[config.mk]
export PLATFORM = sky130hd
export DESIGN_NAME = lcd_num_writer
export DESIGN_NICKNAME = d
export VERILOG_FILES = /design/src/rtl/lcd_num_writer.sv
export SDC_FILE = /design/constraint.sdc
export NUM_CORES = 1
export LEC_CHECK = 0
export CORE_MARGIN = 5
export CORE_UTILIZATION = 50
export DETAILED_ROUTE_END_ITERATION = 6
export DONT_BUFFER_PORTS = 1
export PLACE_DENSITY = 0.72
export SLEW_MARGIN = 20
export SYNTH_ARGS = -nofsm -noshare
export SYNTH_HDL_FRONTEND = slang
export SYNTH_SLANG_ARGS = --single-unit
[constraint.sdc]
create_clock -name clk -period 5.1 [get_ports clk]
set_input_delay 0.765 -clock clk [delete_from_list [all_inputs] [get_ports clk]]
set_output_delay 0.765 -clock clk [all_outputs]
set_load 0.05 [all_outputs]
[src/rtl/lcd_num_writer.sv]
// Character-LCD number printer: power-on init of a 4-bit HD44780-style bus, then
// prints a sign and NDIGITS BCD digits at a fixed row/column on each start request.
module lcd_num_writer #(
  parameter int NDIGITS   = 2,
  parameter int ROW       = 0,
  parameter int START_COL = 0,
  parameter int CYC_PWR   = 750000,
  parameter int CYC_INIT1 = 205000,
  parameter int CYC_INIT2 = 5000,
  parameter int CYC_E     = 12,
  parameter int CYC_GAP   = 50,
  parameter int CYC_CMD   = 2000,
  parameter int CYC_CLR   = 82000
) (
  input  logic                   clk,
  input  logic                   rst_n,
  input  logic                   start,
  input  logic                   sign,
  input  logic [4*NDIGITS-1:0]   digits,
  input  logic                   leading_blank,
  output logic                   ready,
  output logic                   done,
  output logic                   sf_e,
  output logic                   e,
  output logic                   rs,
  output logic                   rw,
  output logic [3:0]             nibble
);

  localparam int CNT_W = $clog2(CYC_PWR + CYC_INIT1 + CYC_INIT2 + CYC_E + CYC_GAP
                                + CYC_CMD + CYC_CLR + 2);
  localparam logic [7:0] CMD_POS = 8'(128 + ROW * 64 + START_COL);

  typedef enum logic [2:0] {
    S_PWR, S_SETUP, S_EHI, S_HOLD, S_GAP, S_WAIT, S_IDLE
  } state_t;

  typedef enum logic [1:0] {
    P_INIT, P_CFG, P_PRINT
  } phase_t;

  state_t               r_state;
  phase_t               r_phase;
  logic [3:0]           r_idx;
  logic                 r_low;
  logic                 r_fin;
  logic [CNT_W-1:0]     r_cnt;
  logic                 r_sign;
  logic [4*NDIGITS-1:0] r_digits;
  logic                 r_blank;
  logic                 r_e;
  logic                 r_rs;
  logic [3:0]           r_nibble;
  logic                 r_ready;
  logic                 r_done;

  logic [3:0]           w_dig   [NDIGITS];
  logic                 w_zrun  [NDIGITS];
  logic [7:0]           w_chars [NDIGITS];
  logic [7:0]           w_byte;
  logic                 w_rs;
  logic [CNT_W-1:0]     w_wait;

  // Leftmost digit first; a run of zeros from the left is blanked except the last digit.
  genvar gi;
  generate
    for (gi = 0; gi < NDIGITS; gi++) begin : g_dig
      assign w_dig[gi] = r_digits[4*(NDIGITS-gi)-1 -: 4];
      if (gi == 0) begin : g_first
        assign w_zrun[gi] = r_blank & (w_dig[gi] == 4'd0);
      end else begin : g_next
        assign w_zrun[gi] = w_zrun[gi-1] & (w_dig[gi] == 4'd0);
      end
      if (gi == NDIGITS - 1) begin : g_last
        assign w_chars[gi] = (w_dig[gi] > 4'd9) ? 8'h3F : {4'h3, w_dig[gi]};
      end else begin : g_lead
        assign w_chars[gi] = (w_dig[gi] > 4'd9) ? 8'h3F :
                             w_zrun[gi]         ? 8'h20 : {4'h3, w_dig[gi]};
      end
    end
  endgenerate

  // Byte (or init nibble) addressed by the current phase/index.
  always_comb begin
    w_byte = 8'h00;
    case (r_phase)
      P_INIT: w_byte = (r_idx == 4'd3) ? 8'h02 : 8'h03;
      P_CFG: begin
        case (r_idx)
          4'd0:    w_byte = 8'h28;
          4'd1:    w_byte = 8'h06;
          4'd2:    w_byte = 8'h0C;
          default: w_byte = 8'h01;
        endcase
      end
      default: begin
        if (r_idx == 4'd0) begin
          w_byte = CMD_POS;
        end else if (r_idx == 4'd1) begin
          w_byte = r_sign ? 8'h2D : 8'h20;
        end else begin
          for (int k = 0; k < NDIGITS; k++) begin
            if (r_idx == 4'(k + 2)) w_byte = w_chars[k];
          end
        end
      end
    endcase
  end

  assign w_rs = (r_phase == P_PRINT) && (r_idx != 4'd0);

  always_comb begin
    w_wait = CNT_W'(CYC_CMD - 1);
    if (r_phase == P_INIT) begin
      if (r_idx == 4'd0)      w_wait = CNT_W'(CYC_INIT1 - 1);
      else if (r_idx == 4'd1) w_wait = CNT_W'(CYC_INIT2 - 1);
    end else if (w_byte == 8'h01) begin
      w_wait = CNT_W'(CYC_CLR - 1);
    end
  end

  always_ff @(posedge clk or negedge rst_n) begin
    if (!rst_n) begin
      r_state  <= S_PWR;
      r_phase  <= P_INIT;
      r_idx    <= '0;
      r_low    <= 1'b0;
      r_fin    <= 1'b0;
      r_cnt    <= CNT_W'(CYC_PWR - 1);
      r_sign   <= 1'b0;
      r_digits <= '0;
      r_blank  <= 1'b0;
      r_e      <= 1'b0;
      r_rs     <= 1'b0;
      r_nibble <= '0;
      r_ready  <= 1'b0;
      r_done   <= 1'b0;
    end else begin
      r_done <= 1'b0;
      case (r_state)
        S_PWR: begin
          if (r_cnt == '0) begin
            r_state  <= S_SETUP;
            r_nibble <= 4'h3;
            r_rs     <= 1'b0;
            r_cnt    <= CNT_W'(1);
          end else begin
            r_cnt <= r_cnt - CNT_W'(1);
          end
        end
        S_SETUP: begin
          if (r_cnt == '0) begin
            r_state <= S_EHI;
            r_e     <= 1'b1;
            r_cnt   <= CNT_W'(CYC_E - 1);
          end else begin
            r_cnt <= r_cnt - CNT_W'(1);
          end
        end
        S_EHI: begin
          if (r_cnt == '0) begin
            r_state <= S_HOLD;
            r_e     <= 1'b0;
          end else begin
            r_cnt <= r_cnt - CNT_W'(1);
          end
        end
        S_HOLD: begin
          if (r_phase != P_INIT && !r_low) begin
            r_state <= S_GAP;
            r_low   <= 1'b1;
            r_cnt   <= CNT_W'(CYC_GAP - 1);
          end else begin
            // Step the index now so the next byte is ready when the wait expires.
            r_state <= S_WAIT;
            r_low   <= 1'b0;
            r_cnt   <= w_wait;
            case (r_phase)
              P_INIT: begin
                if (r_idx == 4'd3) begin
                  r_phase <= P_CFG;
                  r_idx   <= '0;
                end else begin
                  r_idx <= r_idx + 4'd1;
                end
              end
              P_CFG: begin
                if (r_idx == 4'd3) r_fin <= 1'b1;
                else               r_idx <= r_idx + 4'd1;
              end
              default: begin
                if (r_idx == 4'(NDIGITS + 1)) r_fin <= 1'b1;
                else                          r_idx <= r_idx + 4'd1;
              end
            endcase
          end
        end
        S_GAP: begin
          if (r_cnt == '0) begin
            r_state  <= S_SETUP;
            r_nibble <= w_byte[3:0];
            r_cnt    <= CNT_W'(1);
          end else begin
            r_cnt <= r_cnt - CNT_W'(1);
          end
        end
        S_WAIT: begin
          if (r_cnt == '0) begin
            if (r_fin) begin
              r_state <= S_IDLE;
              r_fin   <= 1'b0;
              r_ready <= 1'b1;
              r_done  <= (r_phase == P_PRINT);
            end else begin
              r_state  <= S_SETUP;
              r_nibble <= (r_phase == P_INIT) ? w_byte[3:0] : w_byte[7:4];
              r_rs     <= w_rs;
              r_cnt    <= CNT_W'(1);
            end
          end else begin
            r_cnt <= r_cnt - CNT_W'(1);
          end
        end
        S_IDLE: begin
          if (start) begin
            r_sign   <= sign;
            r_digits <= digits;
            r_blank  <= leading_blank;
            r_ready  <= 1'b0;
            r_phase  <= P_PRINT;
            r_idx    <= '0;
            r_low    <= 1'b0;
            r_fin    <= 1'b0;
            r_state  <= S_SETUP;
            r_nibble <= CMD_POS[7:4];
            r_rs     <= 1'b0;
            r_cnt    <= CNT_W'(1);
          end
        end
        default: r_state <= S_PWR;
      endcase
    end
  end

  assign ready  = r_ready;
  assign done   = r_done;
  assign sf_e   = 1'b1;
  assign e      = r_e;
  assign rs     = r_rs;
  assign rw     = 1'b0;
  assign nibble = r_nibble;

endmodule
==> flow_summary.json <==
{
  "worst_setup_path_end_kind": "register",
  "avgSynthCellArea_um2": 8.16,
  "tightest_slew_ns": 1.03,
  "gr-total-overflow": 0,
  "fin_util_pct": 53.9,
  "gp_congestion": 0.953,
  "detail_route.vias_per_cell": 6.62,
  "crit_buf_inv": 1,
  "fin_skew_ns": 0.0132,
  "cap_violations": 0,
  "syn-num-nets": 430,
  "slew_headroom_pct": 31.4,
  "grt_pass1_vias": 2790,
  "layout_min_cycle_time_ns": 2.90,
  "pwr-share-clk_pct": 21.9,
  "die_h_um": 92.0,
  "n_antenna_cell": 0,
  "cts_sinks": 49,
  "power_frac_seq_pct": 46.4,
  "drc_errors": 0,
  "rsz0062_at_grt": "false",
  "syn-cell-area_mm2": 0.00336,
  "antenna_found_initial": 0,
  "drtIter0Drc": 465,
  "timing.critical_path.fanout_max": 15,
  "p_comb_share_pct": 31.7,
  "final_cells": 469,
  "postSynth.asyncResetShare_pct": 100,
  "clockBufferDepth": 2,
  "fmax_ghz": 0.345,
  "cts_setup_buffers": 0,
  "initial_core_util_pct": 52.1,
  "chipWidth_um": 92.0,
  "setup_violations": 0,
  "drive_above_1_share_pct": 9.95,
  "wire_per_inst_um": 17.8,
  "p_sw_mw": 0.600,
  "numCtsBuffers": 5,
  "critPathSlowestCell": "nor4_2",
  "ys_seq_area_share_pct": 36.9,
  "critPathTopFamily": "simple AND/OR/NAND/NOR gates",
  "firstDrtPassIters": 5,
  "core_area_mm2": 0.00646,
  "synth-edff-count": 0,
  "critPathKind": "reg -> reg",
  "period_share_pct": 56.9,
  "num_rows": 29,
  "hold_buffers": 0,
  "power.leakage_nw": 1.45,
  "routed_wl_mm": 8.35,
  "worst_ep_required_time_ns": 5.26,
  "ioPinCount": 23,
  "synth_cells": 412,
  "grt_start_max_net_pins": 50,
  "cts_resized": 0,
  "status": "completed",
  "root_buffer": "clkbuf_8",
  "setup-tns-final_ns": 0,
  "clk_latency_ns": 0.32,
  "clkTransAtPathRegs_ns": 0.10,
  "dp_hpwl_mm": 5.81,
  "p_total_mw": 1.52,
  "hold-worst-slack_ns": 0.129,
  "internal-power_mw": 0.920,
  "crit_arrival_ns": 3.06,
  "ys_warn_count": 0,
  "irDropWorstVdd_mv": 0.164,
  "slew_viol_final": 0,
  "hold_viol_final": 0,
  "die_area_mm2": 0.00847,
  "synthFlopType": "dfrtp_1",
  "grt_first_pass_wirelength_mm": 14.0,
  "placed_cells": 461,
  "crit_chain": "inv_1, ha_1, nor4b_4, nand3_2, nor4_2, a21o_1, o22ai_1",
  "track_usage_pct": 20.1,
  "hp-class": "in -> async",
  "ys_seq_elements": 49,
  "synth.distinct_cells": 63,
  "cp-start-kind": "register",
  "cts_tree": "built",
  "rrSetupSlack_ns": 2.20,
  "area_delta_synth_final_pct": 3.42,
  "portBuffers": 0,
  "worst_path_largest_cell_delay_ns": 0.83,
  "powerDensity_mw_per_mm2": 437,
  "drtAntennaViolNets": 0,
  "switching_share_pct": 39.5,
  "vias": 3103,
  "htree_levels": 2,
  "fin_nets": 409
}
[layout make-up]
type / instances / area, um^2
fill: 600 / 2980
multi-input combinational: 303 / 1870
sequential: 49 / 1240
inverter: 28 / 105
tap: 77 / 96.3
clock buffer: 5 / 68.8
clock inverter: 3 / 65.1
timing repair buffer: 4 / 30.0
[registers in the layout, indices dropped and copies added (netlist names), 2 cells and up]
signal,count
r_cnt,20
nibble,4
r_phase,2
r_state,3
r_idx,4
r_digits,8
[worst paths after layout]
check | start | end | cells after the start
worst max-delay path | r_cnt[0]$_DFFE_PN1P_ | r_cnt[6]$_DFFE_PN0P_ | 7
worst min-delay path | rst_n | r_state[1]$_DFFE_PN0P_ | 0
worst max register to register | r_cnt[0]$_DFFE_PN1P_ | r_cnt[6]$_DFFE_PN0P_ | 7
worst min register to register | r_sign$_DFFE_PN0P_ | r_sign$_DFFE_PN0P_ | 2
max in group asynchronous | rst_n | r_cnt[2]$_DFFE_PN1P_ | 0
min in group clk | r_sign$_DFFE_PN0P_ | r_sign$_DFFE_PN0P_ | 2
[power by group through the flow]
stage / sequential (mW) / combinational [mW] / clock (mW)
3_5_place_dp: 0.709 / 0.469 / 0
4_1_cts: 0.702 / 0.473 / 0.335
5_1_grt: 0.726 / 0.535 / 0.354
3_3_place_gp: 0.704 / 0.467 / 0
2_1_floorplan: 0.637 / 0.432 / 0
6_report: 0.705 / 0.482 / 0.332
[cells in the final DEF (no fill, tap or decap), types with 4 or more instances in the layout]
cell and count:
or3_1 5, a31oi_1 10, nor4_1 4, o22ai_1 16, a221oi_1 13, and3_1 5, nand2b_1 4, dfstp_2 13
buf_4 4, a21oi_1 27, a211oi_1 6, o21ai_0 18, nor3_1 19, dfrtp_1 36, inv_1 28, o211ai_1 4
clkbuf_8 5, nand3_1 13, a21o_1 5, nor2_1 29, a22o_1 4, nand2_1 53, ha_1 5
[through the flow]
stage,setup slack [ns],instance area [um^2]
after floorplan,2.92,3360
after global placement,2.41,3340
after detailed placement,2.29,3340
after CTS,2.28,3480
after global routing,1.98,3480
final,2.20,3480
[synthesized netlist by cell type (all sizes together) (3+ instances only)]
cell / n / share of area [%]
nor2: 29 / 3.2
nand3: 15 / 2.5
nand4: 3 / 0.56
a21o: 5 / 1.1
nand2: 53 / 5.9
dfstp: 13 / 10
a31oi: 10 / 1.9
dfrtp: 36 / 27
nor4: 7 / 2.4
buf: 13 / 2.3
and3: 5 / 0.93
a211oi: 6 / 1.3
o211ai: 4 / 0.89
o31ai: 3 / 0.67
o21ai: 18 / 2.7
or3: 5 / 0.93
o21a: 3 / 0.67
inv: 28 / 3.1
ha: 5 / 1.9
a221o: 3 / 0.89
a22o: 4 / 1.0
clkbuf: 19 / 2.2
a221oi: 13 / 3.4
nand2b: 4 / 0.74
a21oi: 28 / 4.3
nor3: 19 / 2.8
a32o: 3 / 0.89
o22ai: 16 / 3.0
nor2b: 3 / 0.56
[layer usage]
layer | wire (um) | vias to the layer above | global-route usage, %
met1 | 3840 | 1483 | 28.9
met4 | 90 | 0 | 4.46
met3 | 592 | 10 | 4.75
met2 | 3820 | 131 | 30.7
li1 | - | 1479 | -
met5 | 0 | - | 0
[cells by family (layout without fill, tap and decap cells)]
group / count (synthesis) / count (layout) / synth area share [%]
simple gates: 159 / 159 / 25.0
compound gates: 132 / 132 / 26.9
buf+inv: 60 / 40 / 7.59
flops: 49 / 49 / 36.9
fa+ha+maj: 5 / 5 / 1.86
xor+xnor: 3 / 3 / 0.781
other cells: 2 / 2 / 0.223
mux: 2 / 2 / 0.632
(Power assumes the default switching activity.)
